**src/rtl/aa_table_writer.sv**
```systemverilog
// aa_table_writer: writer side of a fully associative key/data table.
// Accepts insert/update/delete requests over a valid/ready handshake, commits
// them one cycle after acceptance and holds a status response until it is
// taken. It also provides a registered lookup port that is independent of
// the request FSM.
// Ports:
//   clk, rst_n              clock, asynchronous active-low reset
//   req_valid/req_ready     request handshake (ready only while idle)
//   req_op                  0 = insert/update, 1 = delete
//   req_key, req_data       request key and insert data
//   rsp_valid/rsp_ready     response handshake
//   rsp_status              00 INSERTED, 01 UPDATED, 10 DELETED, 11 ERR
//   lkp_key                 lookup key, sampled every edge
//   lkp_exists, lkp_data    registered lookup result (data 0 on miss)
//   count                   registered number of valid entries
module aa_table_writer #(
    parameter int unsigned KEY_W  = 32,
    parameter int unsigned DATA_W = 32,
    parameter int unsigned DEPTH  = 8,
    parameter int unsigned CNT_W  = $clog2(DEPTH + 1)
) (
    input  logic              clk,
    input  logic              rst_n,
    input  logic              req_valid,
    output logic              req_ready,
    input  logic              req_op,
    input  logic [KEY_W-1:0]  req_key,
    input  logic [DATA_W-1:0] req_data,
    output logic              rsp_valid,
    input  logic              rsp_ready,
    output logic [1:0]        rsp_status,
    input  logic [KEY_W-1:0]  lkp_key,
    output logic              lkp_exists,
    output logic [DATA_W-1:0] lkp_data,
    output logic [CNT_W-1:0]  count
);

    localparam int unsigned IDX_W = (DEPTH > 1) ? $clog2(DEPTH) : 1;

    localparam logic [1:0] ST_INSERTED = 2'b00;
    localparam logic [1:0] ST_UPDATED  = 2'b01;
    localparam logic [1:0] ST_DELETED  = 2'b10;
    localparam logic [1:0] ST_ERR      = 2'b11;

    typedef enum logic [1:0] {
        S_IDLE = 2'd0,
        S_EXEC = 2'd1,
        S_RESP = 2'd2
    } state_t;

    state_t r_state;
    state_t w_state_nxt;

    // Table storage
    logic [DEPTH-1:0]  r_valid;
    logic [KEY_W-1:0]  r_key  [DEPTH];
    logic [DATA_W-1:0] r_data [DEPTH];
    logic [CNT_W-1:0]  r_count;

    // Latched request
    logic              r_req_op;
    logic [KEY_W-1:0]  r_req_key;
    logic [DATA_W-1:0] r_req_data;

    // Registered outputs
    logic              r_req_ready;
    logic              r_rsp_valid;
    logic [1:0]        r_rsp_status;
    logic              r_lkp_exists;
    logic [DATA_W-1:0] r_lkp_data;

    // Search results and commit controls
    logic              w_req_hit;
    logic [IDX_W-1:0]  w_req_hit_idx;
    logic              w_free;
    logic [IDX_W-1:0]  w_free_idx;
    logic              w_data_wr;
    logic              w_set_en;
    logic              w_clr_en;
    logic [IDX_W-1:0]  w_wr_idx;
    logic [1:0]        w_status;
    logic              w_lkp_hit;
    logic [DATA_W-1:0] w_lkp_data;
    logic              w_dup;

    assign req_ready  = r_req_ready;
    assign rsp_valid  = r_rsp_valid;
    assign rsp_status = r_rsp_status;
    assign lkp_exists = r_lkp_exists;
    assign lkp_data   = r_lkp_data;
    assign count      = r_count;

    // Match the latched key and find the lowest free slot (descending scan,
    // so the lowest index is the last one written).
    always_comb begin
        w_req_hit     = 1'b0;
        w_req_hit_idx = '0;
        w_free        = 1'b0;
        w_free_idx    = '0;
        for (int i = int'(DEPTH) - 1; i >= 0; i--) begin
            if (r_valid[i] && (r_key[i] == r_req_key)) begin
                w_req_hit     = 1'b1;
                w_req_hit_idx = IDX_W'(i);
            end
            if (!r_valid[i]) begin
                w_free     = 1'b1;
                w_free_idx = IDX_W'(i);
            end
        end
    end

    // Next-state and commit decode
    always_comb begin
        w_state_nxt = r_state;
        w_data_wr   = 1'b0;
        w_set_en    = 1'b0;
        w_clr_en    = 1'b0;
        w_wr_idx    = '0;
        w_status    = ST_ERR;
        unique case (r_state)
            S_IDLE: begin
                if (req_valid) begin
                    w_state_nxt = S_EXEC;
                end
            end
            S_EXEC: begin
                w_state_nxt = S_RESP;
                if (!r_req_op) begin
                    if (w_req_hit) begin
                        w_data_wr = 1'b1;
                        w_wr_idx  = w_req_hit_idx;
                        w_status  = ST_UPDATED;
                    end else if (w_free) begin
                        w_data_wr = 1'b1;
                        w_set_en  = 1'b1;
                        w_wr_idx  = w_free_idx;
                        w_status  = ST_INSERTED;
                    end
                end else if (w_req_hit) begin
                    w_clr_en = 1'b1;
                    w_wr_idx = w_req_hit_idx;
                    w_status = ST_DELETED;
                end
            end
            S_RESP: begin
                if (rsp_ready) begin
                    w_state_nxt = S_IDLE;
                end
            end
            default: begin
                w_state_nxt = S_IDLE;
            end
        endcase
    end

    // Lookup compare against the current (pre-commit) table
    always_comb begin
        w_lkp_hit  = 1'b0;
        w_lkp_data = '0;
        for (int i = 0; i < int'(DEPTH); i++) begin
            if (r_valid[i] && (r_key[i] == lkp_key)) begin
                w_lkp_hit  = 1'b1;
                w_lkp_data = w_lkp_data | r_data[i];
            end
        end
    end

    // Control state, valid bits, count and registered outputs
    always_ff @(posedge clk or negedge rst_n) begin
        if (!rst_n) begin
            r_state      <= S_IDLE;
            r_valid      <= '0;
            r_count      <= '0;
            r_req_ready  <= 1'b1;
            r_rsp_valid  <= 1'b0;
            r_rsp_status <= ST_INSERTED;
            r_lkp_exists <= 1'b0;
            r_lkp_data   <= '0;
        end else begin
            r_state     <= w_state_nxt;
            r_req_ready <= (w_state_nxt == S_IDLE);
            r_rsp_valid <= (w_state_nxt == S_RESP);
            if (r_state == S_EXEC) begin
                r_rsp_status <= w_status;
            end
            if (w_set_en) begin
                r_valid[w_wr_idx] <= 1'b1;
                r_count           <= r_count + CNT_W'(1);
            end else if (w_clr_en) begin
                r_valid[w_wr_idx] <= 1'b0;
                r_count           <= r_count - CNT_W'(1);
            end
            r_lkp_exists <= w_lkp_hit;
            r_lkp_data   <= w_lkp_data;
        end
    end

    // Request latch and key/data storage carry no reset
    always_ff @(posedge clk) begin
        if ((r_state == S_IDLE) && req_valid) begin
            r_req_op   <= req_op;
            r_req_key  <= req_key;
            r_req_data <= req_data;
        end
        if (w_data_wr) begin
            r_data[w_wr_idx] <= r_req_data;
        end
        if (w_set_en) begin
            r_key[w_wr_idx] <= r_req_key;
        end
    end

    // Duplicate-key detector for the invariant check
    always_comb begin
        w_dup = 1'b0;
        for (int i = 0; i < int'(DEPTH); i++) begin
            for (int j = i + 1; j < int'(DEPTH); j++) begin
                if (r_valid[i] && r_valid[j] && (r_key[i] == r_key[j])) begin
                    w_dup = 1'b1;
                end
            end
        end
    end

    a_no_dup_key: assert property (@(posedge clk) disable iff (!rst_n) !w_dup);
    a_count_pop:  assert property (@(posedge clk) disable iff (!rst_n)
                                   $countones(r_valid) == int'(r_count));

endmodule

```
**config.mk**
```make
export PLATFORM = sky130hd
export DESIGN_NAME = aa_table_writer
export DESIGN_NICKNAME = d
export VERILOG_FILES = /design/src/rtl/aa_table_writer.sv
export SDC_FILE = /design/constraint.sdc
export NUM_CORES = 1
export LEC_CHECK = 0
export CORE_UTILIZATION = 30
export DETAILED_ROUTE_END_ITERATION = 6
export GPL_TIMING_DRIVEN = 0
export PLACE_DENSITY = 0.49
export SKIP_CTS_REPAIR_TIMING = 1
export SYNTH_ARGS = -nofsm -noshare
export SYNTH_HDL_FRONTEND = slang
export SYNTH_SLANG_ARGS = --single-unit
```
**constraint.sdc**
```tcl
create_clock -name clk -period 5.7 [get_ports clk]
set_input_delay 0.57 -clock clk [delete_from_list [all_inputs] [get_ports clk]]
set_output_delay 0.57 -clock clk [all_outputs]
set_load 0.03 [all_outputs]
```
==> results.json, run 1 <==
{
  "status": "finished with violations",
  "violations": "capacitance limit, slew limit",
  "crit_fanout": 18,
  "slew_viol_final": 3,
  "dp_hpwl_um": 71200,
  "fillerInstances": 8252,
  "startpoint": "r_req_key[21]",
  "cts_buffers": 73,
  "coreArea_mm2": 0.0873,
  "end_kind": "flip-flop",
  "final_common_cell": "edfxtp_1",
  "yosysTopAreaCellShare_pct": 65.0,
  "io_buffers": 109,
  "worstPathArrival_ps": 5940,
  "grt_max_degree": 28,
  "rsz0062_at_grt": "false",
  "grt_pass1_wl_um": 135000,
  "p_leak_nw": 10.4,
  "setup_slack_ps": 80.8,
  "reg2reg_to": "r_data[2][17]",
  "async_reset_ff_share_pct": 8.12,
  "final_cell_mix": "edfxtp_1, xor2_1, xnor2_1",
  "finalPower_w": 0.0121,
  "clk_root_buffer_cell": "clkbuf_16",
  "antenna_left": 0,
  "max_stage_delay_ps": 1080,
  "ios": 142,
  "path_clk_slew_ps": 60,
  "slowest_stage": "nor4_1",
  "grt_util_all_layers_pct": 22.0,
  "synth_area_leaders": "edfxtp_1, xor2_1, xnor2_1",
  "clk_path_buf_depth": 3,
  "synth_area_leader_cell": "edfxtp_1",
  "ys.flop_type": "edfxtp_1",
  "reg2regPathDepth": 12,
  "syn_to_final_growth_pct": 21.5,
  "hold_path_class": "reg2reg",
  "seqCellArea_mm2": 0.0186,
  "htreeDepth": 3,
  "drc_errors": 0,
  "critical_path.endpoint": "r_data[2][17]",
  "synth_edf_count": 577,
  "synth_warnings": 0,
  "relSlewSlack_pct": -1.86,
  "irDropWorstVdd_uv": 209,
  "fin_area_mm2": 0.0324,
  "avgSynthCellArea_um2": 15.5,
  "critPathKind": "reg2reg",
  "antenna_found_initial": 10,
  "synth_area_mm2": 0.0266,
  "crit_cells": 12,
  "grt-ovfl-total": 0,
  "worstReg2RegStart": "r_req_key[21]",
  "worstPathBufferInverterCount": 3,
  "ys_ff_latch": 628,
  "clock_sinks": 628,
  "placed_cells": 3011,
  "hold_violations": 0,
  "critical_path.top_delay_family": "simple AND/OR/NAND/NOR gates",
  "die_w_um": 300,
  "first_iter_violations": 2179,
  "via_per_inst": 5.16,
  "setup_viol": 0,
  "grt_pass1_vias": 16000,
  "finalWeightedCongestion": 0.938,
  "rrSetupSlack_ps": 80,
  "skew_ps": 56.2,
  "wl_um": 99600,
  "nNetsFinal": 2048,
  "path_cells": "buf_2 -> xor2_1 -> nor4_1 -> nand4_1 -> nor4_1 -> and4b_4 -> buf_6 -> nand3_1 -> o211ai_2 -> nand2b_2 -> nor2_4 -> buf_12",
  "wire_per_inst_um": 31.6,
  "min_period_ps": 5620,
  "worstMarginPinSlew_ps": 1510,
  "seq_area_frac_synth_pct": 69.8,
  "synth.distinct_cells": 62,
  "multi_input_comb_area_mm2": 0.00780,
  "rows": 108,
  "crit_required_ps": 6030,
  "max_cap_violations": 1,
  "post-route-period-util_pct": 98.6,
  "place_ws_ps": -340,
  "p_per_area_mw_per_mm2": 375,
  "max_freq_mhz": 178,
  "initial_core_util_pct": 30.5,
  "placed_area_mm2": 0.0299,
  "utilization_pct": 37.1,
  "die_area_mm2": 0.0900,
  "synthCells": 1715,
  "vias": 16300,
  "syn-num-nets": 1819,
  "startpoint_type": "flip-flop",
  "clk_latency_ps": 650,
  "instances_no_fill": 3156,
  "dr.pass1.iters": 5,
  "cpMostUsedCell": "nor4_1",
  "die_h_um": 300,
  "drive_above_1_share_pct": 11.2,
  "cts_tree": "built"
}
==> state kept, by name, summed over array words and instances, names as in the netlist, 2 cells and up, named ones only <==
signal,flops
r_req_data,32
count,4
r_state,2
r_req_key,32
lkp_data,32
r_data,256
rsp_status,2
r_key,256
==> layout make-up <==
class	instances	area share (%)
Buffer	90	1.28
Clock inverter	34	0.990
Sequential cell	628	57.5
Inverter	13	0.159
Timing Repair Buffer	154	5.51
Multi-Input combinational cell	984	24.1
Tap cell	1155	4.47
Antenna cell	1	0.00773
Clock buffer	97	6.02
==> kinds of logic (layout without fill, tap and decap cells) <==
group                      Yosys count  count (layout)  share of synthesized area (%)
AOI/OAI and AO/OA                  167             167                           4.92
adders and majority gates            3               3                          0.169
DFF                                628             628                           69.8
buffers and inverters              103             388                           1.75
and+or+nand+nor                    305             305                           6.57
xor gates and xnor gates           506             506                           16.6
other                                0               1                              0
muxes                                3               3                          0.122
==> through the flow <==
step                      hold WS, ps  setup TNS [ps]
after floorplan                   274               0
after global placement            464        -1319950
after detailed placement          463          -47940
after CTS                       -54.0          -45720
after global routing              458               0
final                             475               0
==> cells in the mapped netlist, types with 5 or more instances <==
| library cell | n |
|---|---|
| a21oi_1 | 7 |
| a221oi_1 | 32 |
| a22o_1 | 32 |
| a22oi_1 | 64 |
| buf_2 | 28 |
| buf_6 | 5 |
| clkbuf_1 | 54 |
| dfrtp_1 | 50 |
| edfxtp_1 | 577 |
| inv_1 | 12 |
| nand2_1 | 27 |
| nand2b_1 | 5 |
| nand3_1 | 59 |
| nand4_1 | 63 |
| nor2_1 | 27 |
| nor3_1 | 13 |
| nor4_1 | 82 |
| o21ai_0 | 11 |
| xnor2_1 | 235 |
| xor2_1 | 271 |
==> worst min path at each step <==
stage | start | end | slack (ps) | depth (start not counted)
2_1_floorplan | rst_n | asynchronous set/reset pin | 270 | 0
3_3_place_gp | rsp_status[1] | rsp_status[1] | 460 | 2
3_5_place_dp | r_data[5][28] | lkp_data[28] | 460 | 2
4_1_cts | rst_n | lkp_data[0] | -50 | 1
5_1_grt | req_data[26] | r_req_data[26] | 460 | 1
6_report | r_data[5][28] | lkp_data[28] | 480 | 2
==> where the power goes <==
part / switching (W) / internal [W]
sequential: 0.000404 / 0.00553
clock: 0.00197 / 0.00249
combinational: 0.00118 / 0.000575
==> metal layers <==
layer | vias to the layer above | wire [µm] | global-route usage [%]
li1 | 6935 | - | -
met1 | 8568 | 45800 | 32.3
met2 | 657 | 44900 | 33.9
met3 | 115 | 6550 | 3.37
met4 | 10 | 2340 | 5.78
met5 | - | 63 | 0
==> tightest hold or removal path, stage by stage (launching register included) <==
cell and delay [ps]:
edfxtp_1 320, a22oi_1 60, nand3_1 60
No activity file was read; power rests on OpenSTA's default activity.
==> inputs of run 2 (changes only) <==
--- a/config.mk
+++ b/config.mk
@@ -5,6 +5,8 @@
 export SDC_FILE = /design/constraint.sdc
 export NUM_CORES = 1
 export LEC_CHECK = 0
+export ABC_CLOCK_PERIOD_IN_PS = 5700
+export CORE_MARGIN = 2
 export CORE_UTILIZATION = 30
 export DETAILED_ROUTE_END_ITERATION = 6
 export GPL_TIMING_DRIVEN = 0
==> run 2 against run 1 <==
Non-clock buffer count is the same; register-to-register slack got worse by 20 ps; wire length fell by 1.5%; final cell count grew 0.38%; count of clock-buffer cells in the layout shrank 2; fmax fell by 0.38%; via count decreased by 1.0%; critical path depth shrank 1; design area increased by 0.41%; sequential share of layout area down 0.24 points; the flow now finishes without violations; global-route usage shrank 0.68 points.
==> results.json, run 2 (same netlist as run 1, synthesis figures left out) <==
{
  "pwr-share-clk_pct": 37.3,
  "switching_share_pct": 28.8,
  "placed_cells": 3019,
  "max_cap_violations": 0,
  "end_kind": "flip-flop",
  "clk_path_buf_depth": 3,
  "die_w_um": 302,
  "worstMarginPinSlew_ps": 1420,
  "power_frac_comb_pct": 14.4,
  "irDropWorstVdd_uv": 244,
  "hold_violations": 0,
  "io_buffers": 109,
  "cts_tree": "built",
  "grt-ovfl-total": 0,
  "final_common_cell": "edfxtp_1",
  "grt_max_degree": 34,
  "htreeDepth": 3,
  "die_area_mm2": 0.0912,
  "max_freq_mhz": 177,
  "critical_path.top_delay_family": "simple AND/OR/NAND/NOR gates",
  "rows": 109,
  "fin_area_mm2": 0.0325,
  "dp_hpwl_um": 70200,
  "max_stage_delay_ps": 940,
  "fin_setup_tns_ps": 0,
  "crit_required_ps": 6010,
  "syn_to_final_growth_pct": 22.0,
  "instances_no_fill": 3168,
  "antenna_left": 0,
  "fillerInstances": 8296,
  "initial_core_util_pct": 30.2,
  "p_sw_w": 0.00354,
  "cts_buffers": 73,
  "antenna_found_initial": 12,
  "grt_util_met1_pct": 29.4,
  "ios": 142,
  "startpoint_type": "flip-flop",
  "wire_per_inst_um": 31.0,
  "met3_usage_pct": 5.88,
  "first_iter_violations": 1916,
  "wl_um": 98100,
  "post-route-period-util_pct": 99.0,
  "p_per_area_mw_per_mm2": 377,
  "slowest_stage": "nor4_2",
  "p_leak_nw": 10.5,
  "clk_root_buffer_cell": "clkbuf_16",
  "met2_usage_pct": 32.9,
  "multi_input_comb_area_mm2": 0.00781,
  "slew_viol_final": 0,
  "largestRegisters": "r_data (256), r_key (256)",
  "clock_sinks": 628,
  "path_clk_slew_ps": 60,
  "place_ws_ps": -382,
  "num_antenna_cells": 0,
  "setup_viol": 0,
  "p_seq_share_pct": 48.3,
  "drive_above_1_share_pct": 11.7,
  "intPower_w": 0.00873,
  "grt_pass1_wl_um": 132000,
  "clk_latency_ps": 640,
  "coreArea_mm2": 0.0882,
  "via_per_inst": 5.09,
  "hold_path_class": "in2async",
  "gr-max-usage-layer": "met2",
  "critPathKind": "reg2reg",
  "worstPathArrival_ps": 5950,
  "grt_util_all_layers_pct": 21.4,
  "die_h_um": 302,
  "drc_errors": 0,
  "crit_fanout": 19,
  "setup_slack_ps": 59.3,
  "path_cells": "buf_2 -> xor2_1 -> nor4_2 -> nand3_1 -> nor3_1 -> nor2b_1 -> nor2_1 -> o211ai_2 -> nand2_1 -> nor2_4 -> buf_12",
  "dr.pass1.iters": 5,
  "nNetsFinal": 2048,
  "status": "completed",
  "grt_pass1_vias": 16000,
  "finalWeightedCongestion": 0.948,
  "placed_area_mm2": 0.0299,
  "worstPathBufferInverterCount": 2,
  "min_period_ps": 5640,
  "final_cell_mix": "edfxtp_1, xor2_1, xnor2_1",
  "seqCellArea_mm2": 0.0186,
  "vias": 16100,
  "relSlewSlack_pct": 4.61,
  "skew_ps": 35.5
}
## run 2: through the flow
step                hold slack, ps  power (W)  utilization, %
global placement               468    0.00762            33.1
detailed placement             464    0.00772            33.9
CTS                          -91.4     0.0123            36.5
global route                   473     0.0126            36.8
floorplan                      274    0.00671               -
finish                         459     0.0123            36.8
## run 2: final timing paths
kind / start / end / slack [ps] / cells past startpoint
min in group clk: r_data[5][27] / lkp_data[27] / 480 / 2
hold / removal: rst_n / asynchronous set/reset pin / 460 / 2
setup reg to reg: r_req_key[11] / r_key[3][19] / 60 / 11
hold reg to reg: r_data[5][27] / lkp_data[27] / 480 / 2
setup / recovery: r_req_key[11] / r_key[3][19] / 60 / 11
max in group asynchronous: rst_n / lkp_data[30] / 4660 / 3
## run 2: power by group through the flow
stage	Sequential (W)	Combinational, W	Clock [W]
after detailed placement	0.00601	0.00171	0
after global routing	0.00595	0.00186	0.00482
final	0.00592	0.00177	0.00457
after CTS	0.00592	0.00172	0.00465
after floorplan	0.00588	0.000828	0
after global placement	0.00603	0.00158	0
## run 2: area by class of cell
class	count	area share, %
Clock inverter	39	1.09
Clock buffer	95	6.06
Multi-Input combinational cell	984	24.0
Sequential cell	628	57.2
Inverter	13	0.158
Tap cell	1165	4.49
Buffer	90	1.27
Timing Repair Buffer	154	5.63
## run 2: routing by layer
metal  vias to the layer above  routed length, µm
li1                       6933                  -
met1                      8362              42400
met2                       674              44400
met3                       131               8500
met4                        16               2610
met5                         -                103
==> inputs of run 3 (changes only) <==
--- a/config.mk
+++ b/config.mk
@@ -8,6 +8,7 @@
 export ABC_CLOCK_PERIOD_IN_PS = 5700
 export CORE_MARGIN = 2
 export CORE_UTILIZATION = 30
+export CTS_CLUSTER_SIZE = 28
 export DETAILED_ROUTE_END_ITERATION = 6
 export GPL_TIMING_DRIVEN = 0
 export PLACE_DENSITY = 0.49
==> results of run 3 <==
The final DEF is identical to that of run 2; final timing and power are the same.
